===== src/rtl/i2s_pkg.sv =====
// Shared constants and state encoding for the I2S receive path.
package i2s_pkg;

    localparam int DATA_WIDTH_DEF = 24;

    typedef enum logic [1:0] {
        SEEK  = 2'd0,
        LEFT  = 2'd1,
        RIGHT = 2'd2
    } rx_state_t;

endpackage


===== src/rtl/i2s_sync.sv =====
// Multi-stage synchronizer for one asynchronous input, with a registered
// level and a registered rising-edge strobe that line up in time.
module i2s_sync #(
    parameter int STAGES = 2
) (
    input  logic clk,
    input  logic reset_n,
    input  logic din,
    output logic level,
    output logic rise
);

    logic [STAGES-1:0] sync_q;

    always_ff @(posedge clk or negedge reset_n) begin
        if (!reset_n) begin
            sync_q <= '0;
            level  <= 1'b0;
            rise   <= 1'b0;
        end else begin
            sync_q <= (sync_q << 1) | STAGES'(din);
            level  <= sync_q[STAGES-1];
            rise   <= sync_q[STAGES-1] & ~level;
        end
    end

endmodule


===== src/rtl/i2s_rx.sv =====
// I2S receiver: oversamples sclk/lrck/sdata on clk and emits one stereo pair
// per valid pulse.
//
//   state | meaning
//   SEEK  | after reset; wait for first right->left boundary, capture nothing
//   LEFT  | collecting a left word
//   RIGHT | collecting a right word; its completion publishes the pair
module i2s_rx
    import i2s_pkg::*;
#(
    parameter int DATA_WIDTH  = DATA_WIDTH_DEF,
    parameter int SYNC_STAGES = 2
) (
    input  logic                  clk,
    input  logic                  reset_n,
    input  logic                  rx_sclk,
    input  logic                  rx_lrck,
    input  logic                  rx_sdata,
    output logic [DATA_WIDTH-1:0] l_data,
    output logic [DATA_WIDTH-1:0] r_data,
    output logic                  valid,
    output logic                  frame_err
);

    localparam int CW = $clog2(DATA_WIDTH + 1);
    localparam logic [DATA_WIDTH-1:0] MSB_ONE = {1'b1, {(DATA_WIDTH-1){1'b0}}};

    logic sclk_rise, lrck_lvl, sdata_lvl;
    logic unused_sclk_lvl, unused_lrck_rise, unused_sdata_rise;

    i2s_sync #(.STAGES(SYNC_STAGES)) u_sync_sclk (
        .clk(clk), .reset_n(reset_n), .din(rx_sclk),
        .level(unused_sclk_lvl), .rise(sclk_rise)
    );
    i2s_sync #(.STAGES(SYNC_STAGES)) u_sync_lrck (
        .clk(clk), .reset_n(reset_n), .din(rx_lrck),
        .level(lrck_lvl), .rise(unused_lrck_rise)
    );
    i2s_sync #(.STAGES(SYNC_STAGES)) u_sync_sdata (
        .clk(clk), .reset_n(reset_n), .din(rx_sdata),
        .level(sdata_lvl), .rise(unused_sdata_rise)
    );

    rx_state_t             state;
    logic [CW-1:0]         bit_cnt;
    logic [DATA_WIDTH-1:0] shreg;
    logic [DATA_WIDTH-1:0] hold;
    logic                  lrck_last;

    logic                  boundary;
    logic                  short_word;
    logic [DATA_WIDTH-1:0] word_done;

    // The bit pointer walks MSB to LSB; once saturated it selects nothing,
    // so surplus bits fall away and short words stay left-justified.
    always_comb begin
        boundary   = sclk_rise && (lrck_lvl != lrck_last);
        short_word = bit_cnt < CW'(DATA_WIDTH - 1);
        word_done  = shreg | (sdata_lvl ? (MSB_ONE >> bit_cnt) : '0);
    end

    always_ff @(posedge clk or negedge reset_n) begin
        if (!reset_n) begin
            state     <= SEEK;
            bit_cnt   <= '0;
            shreg     <= '0;
            hold      <= '0;
            lrck_last <= 1'b0;
            l_data    <= '0;
            r_data    <= '0;
            valid     <= 1'b0;
            frame_err <= 1'b0;
        end else begin
            valid <= 1'b0;
            if (sclk_rise) begin
                lrck_last <= lrck_lvl;
                if (boundary) begin
                    // The boundary bit still belongs to the word just ending.
                    bit_cnt <= '0;
                    shreg   <= '0;
                    case (state)
                        SEEK: begin
                            if (!lrck_lvl) state <= LEFT;
                        end
                        LEFT: begin
                            hold      <= word_done;
                            frame_err <= frame_err | short_word;
                            state     <= RIGHT;
                        end
                        RIGHT: begin
                            l_data    <= hold;
                            r_data    <= word_done;
                            valid     <= 1'b1;
                            frame_err <= frame_err | short_word;
                            state     <= LEFT;
                        end
                        default: state <= SEEK;
                    endcase
                end else if (bit_cnt != CW'(DATA_WIDTH)) begin
                    shreg   <= word_done;
                    bit_cnt <= bit_cnt + 1'b1;
                end
            end
        end
    end

endmodule


===== config.mk =====
export PLATFORM = sky130hd
export DESIGN_NAME = i2s_rx
export DESIGN_NICKNAME = d
export VERILOG_FILES = /design/src/rtl/i2s_pkg.sv /design/src/rtl/i2s_sync.sv /design/src/rtl/i2s_rx.sv
export SDC_FILE = /design/constraint.sdc
export NUM_CORES = 1
export LEC_CHECK = 0
export CORE_MARGIN = 2
export CORE_UTILIZATION = 47
export CTS_CLUSTER_SIZE = 30
export DETAILED_ROUTE_END_ITERATION = 8
export PLACE_DENSITY_LB_ADDON = 0.12
export SLEW_MARGIN = 5
export SYNTH_ARGS = -nofsm -noshare
export SYNTH_HDL_FRONTEND = slang
export SYNTH_SLANG_ARGS = --single-unit

===== constraint.sdc =====
create_clock -name clk -period 2.48 [get_ports clk]
set_clock_uncertainty 0.1 [all_clocks]
set_input_delay 0.62 -clock clk [delete_from_list [all_inputs] [get_ports clk]]
set_output_delay 0.62 -clock clk [all_outputs]
set_load 0.03 [all_outputs]

==> qor.yml, run 1 <==
outcome:
  status: "finished clean"
logic_synthesis:
  yosysMostFrequentCell: "dfrtp_1"
  synthDistinctLibCells: 35
  synth_nets: 408
  synth_commonest_cells: "dfrtp_1, a21oi_1, a31oi_1"
  yosysTopAreaCellShare: 0.6105
  ys_warn_count: 0
  synth_area_leader_cell: "dfrtp_1"
  ys_ff_latch: 116
  syn_area_per_cell_um2: 12.10
  syn_inst: 393
  synth_ff_type: "dfrtp_1"
  synth.yosys.seq_area_share: 0.6105
  synth_area_leaders: "dfrtp_1, a21oi_1, a31oi_1"
  syn-cell-area_um2: 4755
  synth_enable_flop_cells: 0
  async_flop_share: 1.000
sta:
  maxSlewViolCount: 0
  worst_slew_pin_slew_ns: 0.6334
  max_freq_mhz: 434.4
  tns_ns: 0
  setup_violations: 0
  period_share: 0.9283
  slew_headroom: 0.5777
  rsz0062_at_grt: "no"
  hold_violations: 0
  fin_crit_ns: 2.302
placed_design:
  place.gp.congestion: 0.7917
  io_buffers: 54
  dp_hpwl_um: 6837
  placed_area_um2: 5430
  placed_cells: 561
setup_path:
  cp.depth: 1
  cp_cell_sequence: "clkdlybuf4s50_1"
  reg2reg_setup_slack_ns: 0.53
  cp_num_buf_inv: 1
  slowest_stage: "clkdlybuf4s50_1"
  slowest_delay_ns: 0.69
  startpoint: "r_data[9]"
  critical_path.reg2reg.endpoint: "r_data[7]"
  worstPathArrival_ns: 1.58
  rr_worst_depth: 5
  cp_top_family: "buffers and inverters"
  worstSetupPathType: "reg2out"
  cp.required_ns: 1.76
  reg2reg_from: "u_sync_lrck.level"
  critPathLaunchType: "flop"
  critPathMaxFanout: 2
  cp-end-kind: "output pin"
hold_path:
  whs_path_depth: 0
  holdCritStartpoint: "u_sync_sdata.sync_q[1]"
  hold_end: "u_sync_sdata.level"
  min_path_type: "reg2reg"
floorplan:
  ios: 55
  start_util: 0.4842
  core_area_um2: 9819
  row_count: 36
  die_area_um2: 10940
  die_h_um: 104.6
  dieWidth_um: 104.6
layout:
  instances_no_fill: 594
  final_area_um2: 6056
  drive_gt1_frac: 0.1822
  n_antenna_cell: 0
  num-fill-cells: 827
  finalNetCount: 463
  area.growth.synth_to_final_pct: 27.37
global_routing:
  grt_max_degree: 62
  track_usage: 0.2087
  grt_pass1_wl_um: 17700
  grt_pass1_vias: 3330
  grt_antenna_before_repair: 0
  grt_overflow: 0
clock_tree:
  clk_latency_ns: 0.52
  cts_resized: 0
  cts_made_buffers: 17
  clk_pin_slew_worst_paths_ns: 0.06
  cts_tree: "yes"
  ctsHtreeMaxLevel: 4
  cts_root_buf: "clkbuf_8"
  clockBufferDepth: 2
  numClockSinks: 116
drt:
  postRouteAntennaNets: 0
  dr_total_vias: 3445
  via_per_inst: 5.800
  first_pass_iters: 5
  drt_wl_total_um: 10610
  routedWlPerCell_um: 17.87
  remaining_drc_errors: 0
  first_iter_violations: 245
power_and_ir_drop:
  p_per_area_nw_per_um2: 1303
  total_power_mw: 7.889
  power.static_leakage_nw: 2.674
  peakVddDrop_v: 0.0005510
job:
  cap_violations: 0
layer usage:
layer  wire length, um  up-vias  global-route usage
met1              4867     1747              0.2998
met4               129        0             0.06952
met2              5010      121              0.3086
met5                 0        -                   0
met3               604       12             0.05677
li1                  -     1565                   -
timing repair:
item	4_1_cts	5_1_grt
setup buffers	0	0
hold buffers	1	0
endpoints found under the setup margin	0	0
hold endpoints to repair	34	0
flip-flops by register name, summed over array words and instances (netlist names), 2 cells and up:
register / cells
shreg: 24
r_data: 24
u_sync_sclk.sync_q: 2
bit_cnt: 5
state: 2
hold: 24
u_sync_sdata.sync_q: 2
u_sync_lrck.sync_q: 2
l_data: 24
power breakdown:
part / internal, mW / total, mW / switching [mW]
clock: 1.60 / 2.50 / 0.900
combinational: 1.10 / 2.58 / 1.47
sequential: 2.47 / 2.82 / 0.349
total: 5.17 / 7.89 / 2.72
placed cells by master (no fill, tap or decap), drive strengths merged, types with 5 or more instances in the layout:
cell,netlist,routed
a21oi,81,81
a31oi,51,51
buf,17,15
clkbuf,16,19
clkdlybuf4s50,0,53
clkinv,0,5
dfrtp,116,116
ha,10,10
inv,7,9
mux2,30,30
nor2b,8,8
nor3,20,20
o21ai,6,6
o2bb2ai,5,5
worst max path at each step:
stage | endpoint | slack, ns
after floorplan | l_data[10] | 0.88
after global placement | r_data[7] | 0.60
after detailed placement | r_data[2] | 0.53
after CTS | r_data[9] | 0.15
after global routing | r_data[9] | 0.12
final | r_data[9] | 0.18
area by class of cell:
cell class	count	area (um^2)	share of cell area
inverter	7	26.28	0.004339
clock buffer	19	441.7	0.07293
clock inverter	13	173.9	0.02872
multi-input combinational	237	1678	0.2771
sequential	116	2904	0.4795
timing repair buffer	69	665.6	0.1099
tap	133	166.4	0.02748
metrics by stage:
| stage | hold slack, ns | worst slack (ns) | utilization |
|---|---|---|---|
| 2_1_floorplan | 0.2244 | 0.8837 | - |
| 3_3_place_gp | 0.2371 | 0.5971 | 0.5530 |
| 3_5_place_dp | 0.2380 | 0.5310 | 0.5530 |
| 4_1_cts | 0.2519 | 0.1466 | 0.6167 |
| 5_1_grt | 0.2618 | 0.1180 | 0.6167 |
| 6_report | 0.2498 | 0.1779 | 0.6167 |
logic make-up after synthesis:
family | synth area share
buffers and inverters | 0.03895
AO/OA/AOI/OAI | 0.1837
AND/OR/NAND/NOR | 0.05632
XOR/XNOR | 0.005264
flip-flops | 0.6105
adder cells (fa/ha/maj) | 0.02632
multiplexers | 0.07895
No activity file was read; power rests on OpenSTA's default activity.
==> inputs of run 2 (changes only) <==
- HOLD_SLACK_MARGIN: not set -> 0.06
==> results of run 2 <==
Same layout as run 1: the final DEF is identical, and so are final timing and power.
